## src/rtl/axi_lite_pkg.sv

```systemverilog
// axi_lite_pkg: AXI-Lite response codes and the axi2mem FSM state encoding.
package axi_lite_pkg;
  localparam logic [1:0] OKAY   = 2'b00;
  localparam logic [1:0] SLVERR = 2'b10;
  typedef enum logic [2:0] {IDLE, WR_MEM, WR_RESP, RD_MEM, RD_RESP} state_t;
endpackage

```

## src/rtl/axi_lite_if.sv

```systemverilog
// AXI_LITE: 32-bit AXI-Lite channel bundle with responder (slave) and requester (master) views.
interface AXI_LITE;
  logic [31:0] aw_addr;
  logic        aw_valid, aw_ready;
  logic [31:0] w_data;
  logic [3:0]  w_strb;
  logic        w_valid, w_ready;
  logic [1:0]  b_resp;
  logic        b_valid, b_ready;
  logic [31:0] ar_addr;
  logic        ar_valid, ar_ready;
  logic [31:0] r_data;
  logic [1:0]  r_resp;
  logic        r_valid, r_ready;
  modport slave (
    input  aw_addr, aw_valid, w_data, w_strb, w_valid, b_ready, ar_addr, ar_valid, r_ready,
    output aw_ready, w_ready, b_resp, b_valid, ar_ready, r_data, r_resp, r_valid
  );
  modport master (
    output aw_addr, aw_valid, w_data, w_strb, w_valid, b_ready, ar_addr, ar_valid, r_ready,
    input  aw_ready, w_ready, b_resp, b_valid, ar_ready, r_data, r_resp, r_valid
  );
endinterface

```

## src/rtl/axi2mem.sv

```systemverilog
// axi2mem: AXI-Lite responder issuing one transaction at a time on a native valid/ready memory port.
module axi2mem
  import axi_lite_pkg::*;
#(
  parameter int unsigned TIMEOUT_CYCLES = 255
) (
  input  logic        clk,
  input  logic        resetn,
  AXI_LITE.slave      axi_slave,
  output logic        mem_valid,
  output logic [31:0] mem_addr,
  output logic [31:0] mem_wdata,
  output logic [3:0]  mem_wstrb,
  input  logic        mem_ready,
  input  logic [31:0] mem_rdata
);
  state_t      state, state_nxt;
  logic        live, aw_q, w_q, last_wr;
  logic [31:0] addr_q, wdata_q, rdata_q, cnt;
  logic [3:0]  wstrb_q;
  logic [1:0]  resp_q;
  logic        idle, wr_req, aw_hs, w_hs, ar_hs, wr_go, tmo, done;
  // live keeps every ready low until the first clock after reset is released
  assign idle   = live && state == IDLE;
  assign wr_req = axi_slave.aw_valid || axi_slave.w_valid;
  assign axi_slave.ar_ready = idle && !aw_q && !w_q && !(wr_req && !last_wr);
  assign ar_hs  = axi_slave.ar_ready && axi_slave.ar_valid;
  assign axi_slave.aw_ready = idle && !aw_q && !ar_hs;
  assign axi_slave.w_ready  = idle && !w_q && !ar_hs;
  assign aw_hs  = axi_slave.aw_ready && axi_slave.aw_valid;
  assign w_hs   = axi_slave.w_ready && axi_slave.w_valid;
  assign wr_go  = (aw_q || aw_hs) && (w_q || w_hs);
  assign tmo    = (TIMEOUT_CYCLES != 0) && cnt == TIMEOUT_CYCLES - 1;
  assign done   = mem_ready || tmo;
  assign mem_valid = state == WR_MEM || state == RD_MEM;
  assign mem_addr  = {addr_q[31:2], 2'b00};
  assign mem_wdata = wdata_q;
  assign mem_wstrb = state == WR_MEM ? wstrb_q : 4'b0000;
  assign axi_slave.b_valid = state == WR_RESP;
  assign axi_slave.b_resp  = resp_q;
  assign axi_slave.r_valid = state == RD_RESP;
  assign axi_slave.r_resp  = resp_q;
  assign axi_slave.r_data  = rdata_q;
  always_comb begin
    state_nxt = state;
    case (state)
      IDLE:    state_nxt = ar_hs ? RD_MEM : (wr_go ? WR_MEM : IDLE);
      WR_MEM:  state_nxt = done ? WR_RESP : WR_MEM;
      WR_RESP: state_nxt = axi_slave.b_ready ? IDLE : WR_RESP;
      RD_MEM:  state_nxt = done ? RD_RESP : RD_MEM;
      RD_RESP: state_nxt = axi_slave.r_ready ? IDLE : RD_RESP;
      default: state_nxt = IDLE;
    endcase
  end
  always_ff @(posedge clk or negedge resetn) begin
    if (!resetn) begin
      state   <= IDLE;
      live    <= 1'b0;
      aw_q    <= 1'b0;
      w_q     <= 1'b0;
      last_wr <= 1'b0;
      addr_q  <= '0;
      wdata_q <= '0;
      wstrb_q <= '0;
      rdata_q <= '0;
      resp_q  <= OKAY;
      cnt     <= '0;
    end else begin
      state <= state_nxt;
      live  <= 1'b1;
      cnt   <= (mem_valid && !done) ? cnt + 32'd1 : 32'd0;
      if (aw_hs) begin
        aw_q   <= 1'b1;
        addr_q <= axi_slave.aw_addr;
      end
      if (w_hs) begin
        w_q     <= 1'b1;
        wdata_q <= axi_slave.w_data;
        wstrb_q <= axi_slave.w_strb;
      end
      if (ar_hs) begin
        addr_q  <= axi_slave.ar_addr;
        last_wr <= 1'b0;
      end
      if (state == IDLE && state_nxt == WR_MEM) last_wr <= 1'b1;
      if (mem_valid && done) resp_q <= mem_ready ? OKAY : SLVERR;
      if (state == RD_MEM && done) rdata_q <= mem_ready ? mem_rdata : 32'h0;
      if ((axi_slave.b_valid && axi_slave.b_ready) || (axi_slave.r_valid && axi_slave.r_ready)) begin
        aw_q <= 1'b0;
        w_q  <= 1'b0;
      end
    end
  end
endmodule
```

## src/flat_wrapper.sv

```systemverilog
// flat-port wrapper written by rule: the top's interface ports become plain ports
module axi2mem_flat import axi_lite_pkg::*;
#(
  parameter int unsigned TIMEOUT_CYCLES = 255
)
  (clk, resetn, mem_valid, mem_addr, mem_wdata, mem_wstrb, mem_ready, mem_rdata, axi_slave_aw_addr, axi_slave_aw_valid, axi_slave_w_data, axi_slave_w_strb, axi_slave_w_valid, axi_slave_b_ready, axi_slave_ar_addr, axi_slave_ar_valid, axi_slave_r_ready, axi_slave_aw_ready, axi_slave_w_ready, axi_slave_b_resp, axi_slave_b_valid, axi_slave_ar_ready, axi_slave_r_data, axi_slave_r_resp, axi_slave_r_valid);
  AXI_LITE axi_slave_i ();
  input  logic clk;
  input  logic resetn;
  output logic mem_valid;
  output logic [31:0] mem_addr;
  output logic [31:0] mem_wdata;
  output logic [3:0] mem_wstrb;
  input  logic mem_ready;
  input  logic [31:0] mem_rdata;
  input wire logic [$bits(axi_slave_i.aw_addr)-1:0] axi_slave_aw_addr;
  input wire logic [$bits(axi_slave_i.aw_valid)-1:0] axi_slave_aw_valid;
  input wire logic [$bits(axi_slave_i.w_data)-1:0] axi_slave_w_data;
  input wire logic [$bits(axi_slave_i.w_strb)-1:0] axi_slave_w_strb;
  input wire logic [$bits(axi_slave_i.w_valid)-1:0] axi_slave_w_valid;
  input wire logic [$bits(axi_slave_i.b_ready)-1:0] axi_slave_b_ready;
  input wire logic [$bits(axi_slave_i.ar_addr)-1:0] axi_slave_ar_addr;
  input wire logic [$bits(axi_slave_i.ar_valid)-1:0] axi_slave_ar_valid;
  input wire logic [$bits(axi_slave_i.r_ready)-1:0] axi_slave_r_ready;
  output wire logic [$bits(axi_slave_i.aw_ready)-1:0] axi_slave_aw_ready;
  output wire logic [$bits(axi_slave_i.w_ready)-1:0] axi_slave_w_ready;
  output wire logic [$bits(axi_slave_i.b_resp)-1:0] axi_slave_b_resp;
  output wire logic [$bits(axi_slave_i.b_valid)-1:0] axi_slave_b_valid;
  output wire logic [$bits(axi_slave_i.ar_ready)-1:0] axi_slave_ar_ready;
  output wire logic [$bits(axi_slave_i.r_data)-1:0] axi_slave_r_data;
  output wire logic [$bits(axi_slave_i.r_resp)-1:0] axi_slave_r_resp;
  output wire logic [$bits(axi_slave_i.r_valid)-1:0] axi_slave_r_valid;
  assign axi_slave_i.aw_addr = axi_slave_aw_addr;
  assign axi_slave_i.aw_valid = axi_slave_aw_valid;
  assign axi_slave_i.w_data = axi_slave_w_data;
  assign axi_slave_i.w_strb = axi_slave_w_strb;
  assign axi_slave_i.w_valid = axi_slave_w_valid;
  assign axi_slave_i.b_ready = axi_slave_b_ready;
  assign axi_slave_i.ar_addr = axi_slave_ar_addr;
  assign axi_slave_i.ar_valid = axi_slave_ar_valid;
  assign axi_slave_i.r_ready = axi_slave_r_ready;
  assign axi_slave_aw_ready = axi_slave_i.aw_ready;
  assign axi_slave_w_ready = axi_slave_i.w_ready;
  assign axi_slave_b_resp = axi_slave_i.b_resp;
  assign axi_slave_b_valid = axi_slave_i.b_valid;
  assign axi_slave_ar_ready = axi_slave_i.ar_ready;
  assign axi_slave_r_data = axi_slave_i.r_data;
  assign axi_slave_r_resp = axi_slave_i.r_resp;
  assign axi_slave_r_valid = axi_slave_i.r_valid;
  axi2mem #(.TIMEOUT_CYCLES(TIMEOUT_CYCLES)) u_core (.clk(clk), .resetn(resetn), .axi_slave(axi_slave_i), .mem_valid(mem_valid), .mem_addr(mem_addr), .mem_wdata(mem_wdata), .mem_wstrb(mem_wstrb), .mem_ready(mem_ready), .mem_rdata(mem_rdata));
endmodule
```

## config.mk

```make
export PLATFORM = sky130hd
export DESIGN_NAME = axi2mem_flat
export DESIGN_NICKNAME = d
export VERILOG_FILES = /design/src/rtl/axi_lite_pkg.sv /design/src/rtl/axi_lite_if.sv /design/src/rtl/axi2mem.sv /design/src/flat_wrapper.sv
export SDC_FILE = /design/constraint.sdc
export NUM_CORES = 1
export LEC_CHECK = 0
export CORE_MARGIN = 4
export CORE_UTILIZATION = 43
export DETAILED_ROUTE_END_ITERATION = 8
export PLACE_DENSITY_LB_ADDON = 0.2
export SLEW_MARGIN = 0
export SYNTH_ARGS = -nofsm -noshare
export SYNTH_HDL_FRONTEND = slang
export SYNTH_SLANG_ARGS = --single-unit
```

## constraint.sdc

```tcl
create_clock -name clk -period 2.4 [get_ports clk]
set_clock_uncertainty 0.05 [all_clocks]
set_input_delay 0.24 -clock clk [delete_from_list [all_inputs] [get_ports clk]]
set_output_delay 0.24 -clock clk [all_outputs]
set_load 0.05 [all_outputs]
```

Word level (Yosys, flattened, before mapping)
Cells that the tools add are included.
- $add $sub $neg: 1
- multiply operators: 0
- divide/modulo/power cells: 0
- order comparisons: 0
- eq/ne operators: 6
- shift operators: 0
- multiplexer cells: 19
- bitwise gates (word level): 0
- reductions and logical operators: 35
- operators with widths (cell ; count):
    $mux 32 ; 4
    $add 32x1->32 const B ; 1
    $eq 32x8->1 const B ; 1
    $logic_and 1x1->1 ; 18
    $pmux 3 s5 ; 1
    $mux 3 ; 3
    $reduce_bool 2->1 ; 4
    $mux 1 ; 7
    $eq 3x1->1 const B ; 2
    $eq 3x2->1 const B ; 2
    $logic_not 1->1 ; 6
    $logic_or 1x1->1 ; 6
    $mux 2 ; 3
    $mux 4 ; 1
    $eq 3x3->1 const B ; 1
    $logic_not 3->1 ; 1
- flip-flop bits (word level): 141
- latch bits: 0
- memory bits (writable): 0
- ROM bits: 0
- input port bits: 140
- output and inout port bits: 110
- memories kept: 0

Depth between registers and ports, before layout
Gate-level depths: netlist of the first run.
- depth in word-level cells: 17
- gate-level depth with buffers: 9
- mapped depth without buffers: 7

Worst setup path after synthesis of the first run
Ideal clock, no wire load.
- kind: flip-flop to output port
- start point: register u_core.state[1]
- end point: output port axi_slave_aw_ready
- arrival: 2.376 ns
- data required time: 2.110 ns
- setup slack: -0.266 ns
- cell stages (with the launch flop): 7
- path buffers: 2
- path through: dfrtp_1 -> or4b_4 -> nor4_4 -> and2_1 -> buf_2 -> buf_4 -> nor3_1
- word-level cells in the longest chain between the ends: 8
- RTL lines (item ; line ; RTL):
    start, declared ; axi2mem.sv:17 ; state_t state, state_nxt;
    start signal, assigned ; axi2mem.sv:69 ; state <= state_nxt;
    $logic_not 3->1 ; axi2mem.sv:24 ; assign idle = live && state == IDLE;
    $logic_and 1x1->1 ; axi2mem.sv:24 ;
    $logic_and 1x1->1 (3 in a row) ; axi2mem.sv:26 ; assign axi_slave.ar_ready = idle && !aw_q && !w_q && !(wr_req && !last_wr);
    via axi_slave_ar_ready ; flat_wrapper.sv:29 ; output wire logic [$bits(axi_slave_i.ar_ready)-1:0] axi_slave_ar_ready;
    $logic_and 1x1->1 ; axi2mem.sv:27 ; assign ar_hs = axi_slave.ar_ready && axi_slave.ar_valid;
    $logic_not 1->1 ; axi2mem.sv:28 ; assign axi_slave.aw_ready = idle && !aw_q && !ar_hs;
    $logic_and 1x1->1 ; axi2mem.sv:28 ;
    end, declared ; flat_wrapper.sv:25 ; output wire logic [$bits(axi_slave_i.aw_ready)-1:0] axi_slave_aw_ready;
The timed path passes the listed nets, and every way through them passes these cells.

Worst setup path in the final report of the first run
- start point: register u_core.state[2]
- end point: output port axi_slave_aw_ready
- word-level cells in the longest chain between the ends: 8
- RTL lines (item ; line):
    $logic_not 3->1 (*) ; axi2mem.sv:24
    $logic_and 1x1->1 (*) ; axi2mem.sv:24
    $logic_and 1x1->1 (*) ; axi2mem.sv:26, axi2mem.sv:28
    $logic_and 1x1->1 (2 in a row) ; axi2mem.sv:26
    $logic_and 1x1->1 ; axi2mem.sv:27
    $logic_not 1->1 ; axi2mem.sv:28
    $logic_and 1x1->1 (*) ; axi2mem.sv:28
Mark *: on every way between the ends. The rest lies on a longest branch, timed or not.

==> impl_metrics.tcl, run 1 <==
set metrics [dict create \
    die_area_um2 15900 \
    busiest_layer "met2" \
    core-area_um2 13500 \
    floorplan.rows 42 \
    vias 4754 \
    worstPathRequired_ps 2110 \
    finalSetupViolations 0 \
    numCtsBuffers 17 \
    ctsRootBufferMaster "clkbuf_16" \
    drv_cap 0 \
    synth_top_family_by_area "simple AND/OR/NAND/NOR gates" \
    max_freq_ghz 0.428 \
    power.density_nw_per_um2 1370 \
    hpwl_um 12000 \
    antenna_found_initial 0 \
    final_cell_mix "clkdlybuf4s50_1 (232), dfrtp_1 (136), nand2_1 (45)" \
    netlist_area_um2 6000 \
    drc 0 \
    hold_viol_final 0 \
    ios 250 \
    ys_warn_count 0 \
    max_slew_margin_pct 59.9 \
    synth_ff_type "dfrtp_1" \
    synth_xor_area_share_pct 4.38 \
    grt_pass1_vias 5280 \
    ir_worst_vdd_v 0.000974 \
    areaGrowthSynthToFinish_pct 55.5 \
    ys_seq_area_share_pct 57.5 \
    drt-total-wl_um 16300 \
    ant_nets 0 \
    grt_max_degree 61 \
    synth_cell_types 44 \
    synth.avg_cell_area_um2 12.0 \
    io_buffer_count 241 \
    yosys.area_share.adder_pct 0.417 \
    fp.dieH_um 126 \
    grt_usage_pct 21.2 \
    arrival_ps 2050 \
    clkTransAtPathRegs_ps 60 \
    wire_per_inst_um 17.3 \
    cts.sinks 138 \
    grt_pass1_wl_um 26800 \
    drtPass1Iterations 4 \
    critPathCaptureType "primary output" \
    clockBufferDepth 2 \
    synth-simple-area-share_pct 13.0 \
    status "finished, final reports clean" \
    fin_crit_ps 2340 \
    final_common_cell "clkdlybuf4s50_1" \
    start_util_pct 44.6 \
    place_area_um2 8650 \
    slew_viol_final 0 \
    grt_use_met1_pct 24.0 \
    syn_inst 500 \
    use_met2_pct 36.2 \
    synth-compound-area-share_pct 8.92 \
    worstMarginPinSlew_ps 598 \
    dp_cells 902 \
    clock_latency_ps 410 \
    path_class "reg -> out" \
    h-tree-depth 4 \
    drive_gt1_share_pct 14.0 \
    drt-vias-per-instance 5.06 \
    diodes 0 \
    use_met3_pct 8.51 \
    overflow 0 \
    min_path_type "in -> async" \
    period_share_pct 97.3 \
    drt-initial-drc-count 162 \
    synth_seq_cells 138 \
    gp_congestion 0.815 \
    fin_cells 939 \
    p_leak_nw 4.19 \
    fin_nets 893 \
    die_w_um 126 \
    worst-path-max-fanout 7 \
    rsz0062_at_grt "yes" \
    fin_area_um2 9330 \
    cts_tree "yes" \
    worst_setup_path_start_kind "flop" \
    synth-async-reset-ratio_pct 100 \
    muxShareOfSynthArea_pct 11.9 \
    synth_edf_count 0 \
]
## power by group
part	total, mW	switching [mW]	internal [mW]
clock	2.65	0.946	1.71
combinational	6.46	4.08	2.38
sequential	3.67	0.503	3.17
## final timing paths
kind,start,end,slack [ps],cells after the start
max,u_core.state[2],axi_slave_aw_ready,60,5
min reg2reg,u_core.mem_wdata[10],u_core.mem_wdata[10],450,1
max in group asynchronous,resetn,u_core.cnt[4],1280,3
min in group clk,axi_slave_ar_addr[19],u_core.addr_q[19],320,3
min,resetn,u_core.axi_slave.r_data[25],310,2
max reg2reg,u_core.cnt[8],u_core.axi_slave.r_data[6],220,6
## cells in the mapped netlist (2+ instances only)
library cell | n | area share (%)
a21oi_1 | 3 | 0.25
a22o_1 | 33 | 4.8
and2_1 | 2 | 0.21
and3_1 | 9 | 0.94
and4_1 | 3 | 0.44
buf_2 | 5 | 0.42
buf_4 | 12 | 1.5
buf_6 | 4 | 0.75
clkbuf_1 | 10 | 0.63
conb_1 | 2 | 0.13
dfrtp_1 | 138 | 58
ha_1 | 2 | 0.42
inv_1 | 4 | 0.25
mux2_2 | 36 | 6.8
mux2i_1 | 31 | 5.2
nand2_1 | 45 | 2.8
nand2b_1 | 2 | 0.21
nand3_1 | 10 | 0.83
nand4_1 | 13 | 1.4
nor2_1 | 43 | 2.7
nor3_1 | 5 | 0.42
nor4_1 | 5 | 0.52
nor4_4 | 3 | 1.1
nor4b_1 | 2 | 0.29
o21ai_1 | 30 | 2.5
or3_1 | 2 | 0.21
xnor2_1 | 6 | 0.88
xor2_1 | 24 | 3.5
## what timing repair did
item | CTS | global route
endpoints found under the setup margin | 4 | 6
pin swaps | 2 | 2
hold endpoints to repair | 55 | 0
hold buffers | 1 | 0
setup buffers | 3 | 2
gates resized for setup | 2 | 6
## final cells by class
| type | count | area [um^2] |
|---|---|---|
| Clock buffer | 20 | 467 |
| Clock inverter | 11 | 145 |
| Fill cell | 980 | 4120 |
| Inverter | 5 | 18.8 |
| Multi-Input combinational cell | 328 | 2380 |
| Sequential cell | 138 | 3460 |
| Tap cell | 176 | 220 |
| Timing Repair Buffer | 261 | 2640 |
## per-stage QoR
stage	hold WS, ps	total power, mW	util [%]	setup TNS, ps	worst slack, ps
after global placement	204	10.0	64.3	0	252
final	310	12.8	69.4	0	63.9
after CTS	300	12.9	69.1	0	11.5
after detailed placement	212	10.1	64.3	0	228
after global routing	320	13.4	69.4	-25.0	-17.9
after floorplan	-106	7.77	-	-129	-64.3
## metal layers
metal	routed length, um	vias to the layer above
li1	-	2257
met1	6280	2279
met2	8260	187
met3	1390	31
met4	360	0
met5	0	-
## state kept, by name, summed over array words and instances, names as in the netlist
register                 cells
u_core.addr_q               30
u_core.aw_q                  1
u_core.axi_slave.b_resp      1
u_core.axi_slave.r_data     32
u_core.cnt                  32
u_core.last_wr               1
u_core.live                  1
u_core.mem_wdata            32
u_core.state                 3
u_core.w_q                   1
u_core.wstrb_q               4
## critical path: stages, from the launching register on
cell and delay, ps:
dfrtp_2 440, or4b_4 540, nor4_4 190, and2_4 240, nor3_4 50, buf_6 160
## cells by family after synthesis
kind of cell	Yosys count
compound gates	74
mux	67
other cells	2
xor+xnor	30
flops	138
fa+ha+maj	2
simple gates	150
buf+inv	37
Note: power is estimated with default switching activity, not from simulation.
==> run 2: changes to the inputs <==
CELL_PAD_IN_SITES_DETAIL_PLACEMENT = 0   (was not set)
CELL_PAD_IN_SITES_GLOBAL_PLACEMENT = 1   (was not set)
CORE_UTILIZATION = 33   (was 43)
==> run 2 against run 1 <==
  * Global-route usage shrank 5.4 points
  * Combinational power shrank 1%
  * Power shrank 1.9%
  * Critical path depth is the same
  * Clock power shrank 6%
  * Final area grew 0.19%
  * Critical path type unchanged
  * Highest routed layer unchanged
==> impl_metrics.tcl, run 2 (synthesized netlist as in run 1, its figures left out) <==
set metrics [dict create \
    status "finished, final reports clean" \
    fin_cells 993 \
    finalSetupViolations 0 \
    cts.sinks 138 \
    fillers 1551 \
    ir_worst_vdd_v 0.000765 \
    clock_latency_ps 420 \
    final_cell_mix "clkdlybuf4s50_1 (231), dfrtp_1 (137), nand2_1 (44)" \
    tns_ps 0 \
    ios 250 \
    overflow 0 \
    grt_use_met1_pct 18.6 \
    die_w_um 143 \
    drt-total-wl_um 16000 \
    use_met3_pct 7.84 \
    fin_area_um2 9350 \
    critPathCaptureType "primary output" \
    fp.dieH_um 143 \
    dp_cells 957 \
    grt_usage_pct 15.8 \
    min_path_type "in -> async" \
    path_class "reg -> out" \
    period_share_pct 97.0 \
    h-tree-depth 4 \
    arrival_ps 2040 \
    hpwl_um 11800 \
    core-area_um2 17900 \
    grt_pass1_vias 4955 \
    final_common_cell "clkdlybuf4s50_1" \
    drc 0 \
    wire_per_inst_um 16.2 \
    drv_cap 0 \
    place_area_um2 8740 \
    ctsRootBufferMaster "clkbuf_16" \
    drtPass1Iterations 4 \
    worst-path-max-fanout 7 \
    busiest_layer "met2" \
    slew_viol_final 0 \
    antenna_found_initial 0 \
    drt-initial-drc-count 201 \
    max_freq_ghz 0.430 \
    ant_nets 0 \
    floorplan.rows 49 \
    clkTransAtPathRegs_ps 60 \
    diodes 0 \
    drt-vias-per-instance 4.72 \
    fin_util_pct 52.2 \
    start_util_pct 33.5 \
    vias 4682 \
    hold_viol_final 0 \
    clockBufferDepth 2 \
    gp_congestion 0.770 \
    drive_gt1_share_pct 14.1 \
    die_area_um2 20400 \
    max_slew_margin_pct 58.5 \
    grt_pass1_wl_um 25400 \
    grt_max_degree 61 \
    io_buffer_count 241 \
    cts_tree "yes" \
    worstPathRequired_ps 2110 \
    fin_crit_ps 2330 \
    power.density_nw_per_um2 1340 \
    rsz0062_at_grt "yes" \
    worstMarginPinSlew_ps 618 \
    areaGrowthSynthToFinish_pct 55.8 \
    total_power_mw 12.6 \
    fin_nets 893 \
    use_met2_pct 25.9 \
    worst_setup_path_start_kind "flop" \
    numCtsBuffers 17 \
    p_leak_nw 4.17 \
]
## run 2: where the power goes
group | internal, mW | switching [mW] | total [mW]
registers | 3.17 | 0.508 | 3.68
logic | 2.37 | 4.02 | 6.39
clock network | 1.45 | 1.03 | 2.48
total | 6.99 | 5.56 | 12.6
## run 2: metrics by stage
| step | setup WS (ps) | hold WS, ps |
|---|---|---|
| after CTS | 10.5 | 287 |
| after detailed placement | 201 | 158 |
| after global placement | 233 | 158 |
| after global routing | -2.18 | 305 |
| final | 72.9 | 270 |
| after floorplan | -64.3 | -106 |
## run 2: worst max-delay path: stages (launching register included)
cell	delay [ps]
dfrtp_1	430
or4b_4	570
nor4_4	170
and2_4	230
nor3_4	50
buf_6	160
## run 2: path summary, 6_finish.rpt
kind                                  startpoint                     endpoint  slack (ps)  cells after the start
min reg2reg                  u_core.mem_wdata[6]          u_core.mem_wdata[6]         450                      1
max in group asynchronous                 resetn                u_core.cnt[9]        1330                      3
min in group clk           axi_slave_ar_addr[19]            u_core.addr_q[19]         310                      3
max                              u_core.state[2]           axi_slave_aw_ready          70                      5
min                                       resetn             u_core.addr_q[4]         270                      2
max reg2reg                        u_core.cnt[8]  u_core.axi_slave.r_data[10]         220                      6
## run 2: routing by layer
layer / part of all wire [%] / vias up
met4: 0.90 / 0
met3: 9.6 / 12
met2: 50 / 159
met1: 40 / 2255
li1: - / 2256
met5: 0 / -
## run 2: layout make-up
cell class,count,area (um^2),area share (%)
clock inverter,14,124,1.32
inverter,5,18.8,0.201
tap,229,287,3.06
sequential,138,3450,37.0
multi-input combinational,328,2380,25.5
clock buffer,18,439,4.70
timing repair buffer,261,2640,28.3
## run 2: timing repair
item / 4_1_cts / 5_1_grt
hold endpoints to repair: 48 / 0
hold buffers: 1 / 0
buffers inserted: 3 / 0
gates resized for setup: 3 / 5
setup endpoints to repair: 4 / 5
pin swaps: 2 / 1
==> run 3: changes to the inputs <==
CORE_UTILIZATION = 30   (was 33)
==> run 3 against run 2 <==
  * Global-route usage down 0.57 points
  * Worst hold slack improved by 45 ps
  * First-iteration DRC count shrank 1.5%
  * Critical path depth stayed put
  * Highest routed layer unchanged
==> impl_metrics.tcl, run 3 (synthesized netlist as in run 1, its figures left out) <==
set metrics [dict create \
    drtPass1Iterations 4 \
    rsz0062_at_grt "yes" \
    setup_slack_ps 86.1 \
    dp_slack_ps 146 \
    floorplan.rows 51 \
    final_cell_mix "clkdlybuf4s50_1 (231), dfrtp_1 (136), nand2_1 (44)" \
    gp_congestion 0.745 \
    antenna_found_initial 0 \
    max_slew_margin_pct 57.9 \
    status "finished, final reports clean" \
    worst-path-max-fanout 7 \
    core-area_um2 19600 \
    path_class "reg -> out" \
    drt-vias-per-instance 4.52 \
    diodes 0 \
    hold_path_startpoint "axi_slave_ar_addr[15]" \
    hpwl_um 12100 \
    die_area_um2 22300 \
    overflow 0 \
    combPwrFrac_pct 50.1 \
    p_leak_nw 4.16 \
    clockPowerShare_pct 21.1 \
    fin_util_pct 48.0 \
    hold_viol_final 0 \
    ctsRootBufferMaster "clkbuf_16" \
    timing.rr.start "u_core.cnt[15]" \
    fin_area_um2 9400 \
    grt_pass1_wl_um 26800 \
    hold_depth 3 \
    grt_pass1_vias 5159 \
    seqCellArea_um2 3460 \
    switchingPower_mw 5.54 \
    fp.dieH_um 149 \
    grt_usage_pct 15.2 \
    critPathCaptureType "primary output" \
    arrival_ps 2020 \
    whs_ps 316 \
    h-tree-depth 4 \
    max_freq_ghz 0.432 \
    start_util_pct 30.6 \
    drc 0 \
    cts.sinks 138 \
    grt_max_degree 68 \
    fin_nets 890 \
    multi_input_area_um2 2380 \
    period_share_pct 96.4 \
    slew_viol_final 0 \
    cts_tree "yes" \
    fin_crit_ps 2310 \
    drive_gt1_share_pct 13.9 \
    p_int_mw 7.20 \
    clockBufferDepth 2 \
    worstPathRequired_ps 2110 \
    r2r-end "u_core.axi_slave.r_data[23]" \
    clock_latency_ps 410 \
    worstMarginPinSlew_ps 632 \
    reg2reg_depth 6 \
    worst_setup_path_start_kind "flop" \
    tns_ps 0 \
    drv_cap 0 \
    place_area_um2 8750 \
    final_common_cell "clkdlybuf4s50_1" \
    min_path_type "in -> reg" \
    drt-initial-drc-count 198 \
    vias 4635 \
    power.density_nw_per_um2 1350 \
    areaGrowthSynthToFinish_pct 56.7 \
    drt-total-wl_um 16700 \
    min_to "u_core.addr_q[15]" \
    ir_worst_vdd_v 0.000786 \
    numCtsBuffers 17 \
    ios 250 \
    finalSetupViolations 0 \
    die_w_um 149 \
    ant_nets 0 \
    regToRegSetupSlack_ps 180 \
    swShare_pct 43.5 \
    clkTransAtPathRegs_ps 60 \
    wire_per_inst_um 16.3 \
    seqPwrFrac_pct 28.7 \
    io_buffer_count 241 \
    fillers 1791 \
]
## run 3: how the worst max path moves through the flow
stage / from / to / depth (start not counted)
floorplan: u_core.state[2] / axi_slave_aw_ready / 6
global placement: u_core.cnt[15] / u_core.axi_slave.r_data[10] / 6
detailed placement: u_core.cnt[15] / u_core.axi_slave.r_data[23] / 6
CTS: u_core.state[1] / axi_slave_aw_ready / 5
global route: u_core.state[2] / axi_slave_aw_ready / 5
finish: u_core.state[2] / axi_slave_aw_ready / 5
## run 3: final cells by class
cell class | count | share of cell area (%)
inverter | 5 | 0.200
clock inverter | 13 | 1.78
timing repair buffer | 258 | 27.7
sequential | 138 | 36.8
clock buffer | 19 | 4.71
tap | 265 | 3.53
multi-input combinational | 328 | 25.3
## run 3: layer usage
metal	vias to the layer above	track usage (%)	part of all wire, %
met5	-	0	0
met4	0	4.67	0.98
met3	10	7.66	11
met2	171	25.0	49
met1	2201	17.4	39
li1	2253	-	-
## run 3: per-stage QoR
stage,cells,total power [mW]
6_report,1026,12.7
5_1_grt,1026,13.4
3_5_place_dp,991,10.1
3_3_place_gp,991,10.0
4_1_cts,1026,12.9
2_1_floorplan,503,7.77
## run 3: critical path, stage by stage, from the launching register on
cell,delay [ps]
dfrtp_2,440
or4b_4,560
nor4_4,180
and2_4,230
nor3_4,50
buf_6,160
## run 3: repair_timing
| item | in CTS | in global routing |
|---|---|---|
| hold buffers | 1 | 0 |
| pin swaps | 2 | 1 |
| endpoints found under the hold margin | 64 | 0 |
| gates resized for setup | 2 | 6 |
| endpoints found under the setup margin | 3 | 5 |
| setup buffers | 2 | 0 |
## run 3: power groups by stage
stage | Clock, mW | Sequential [mW] | Combinational (mW)
after floorplan | 0 | 6.29 | 1.48
final | 2.69 | 3.66 | 6.39
after global placement | 0 | 3.66 | 6.39
after global routing | 2.88 | 3.79 | 6.71
after detailed placement | 0 | 3.68 | 6.44
after CTS | 2.78 | 3.67 | 6.46
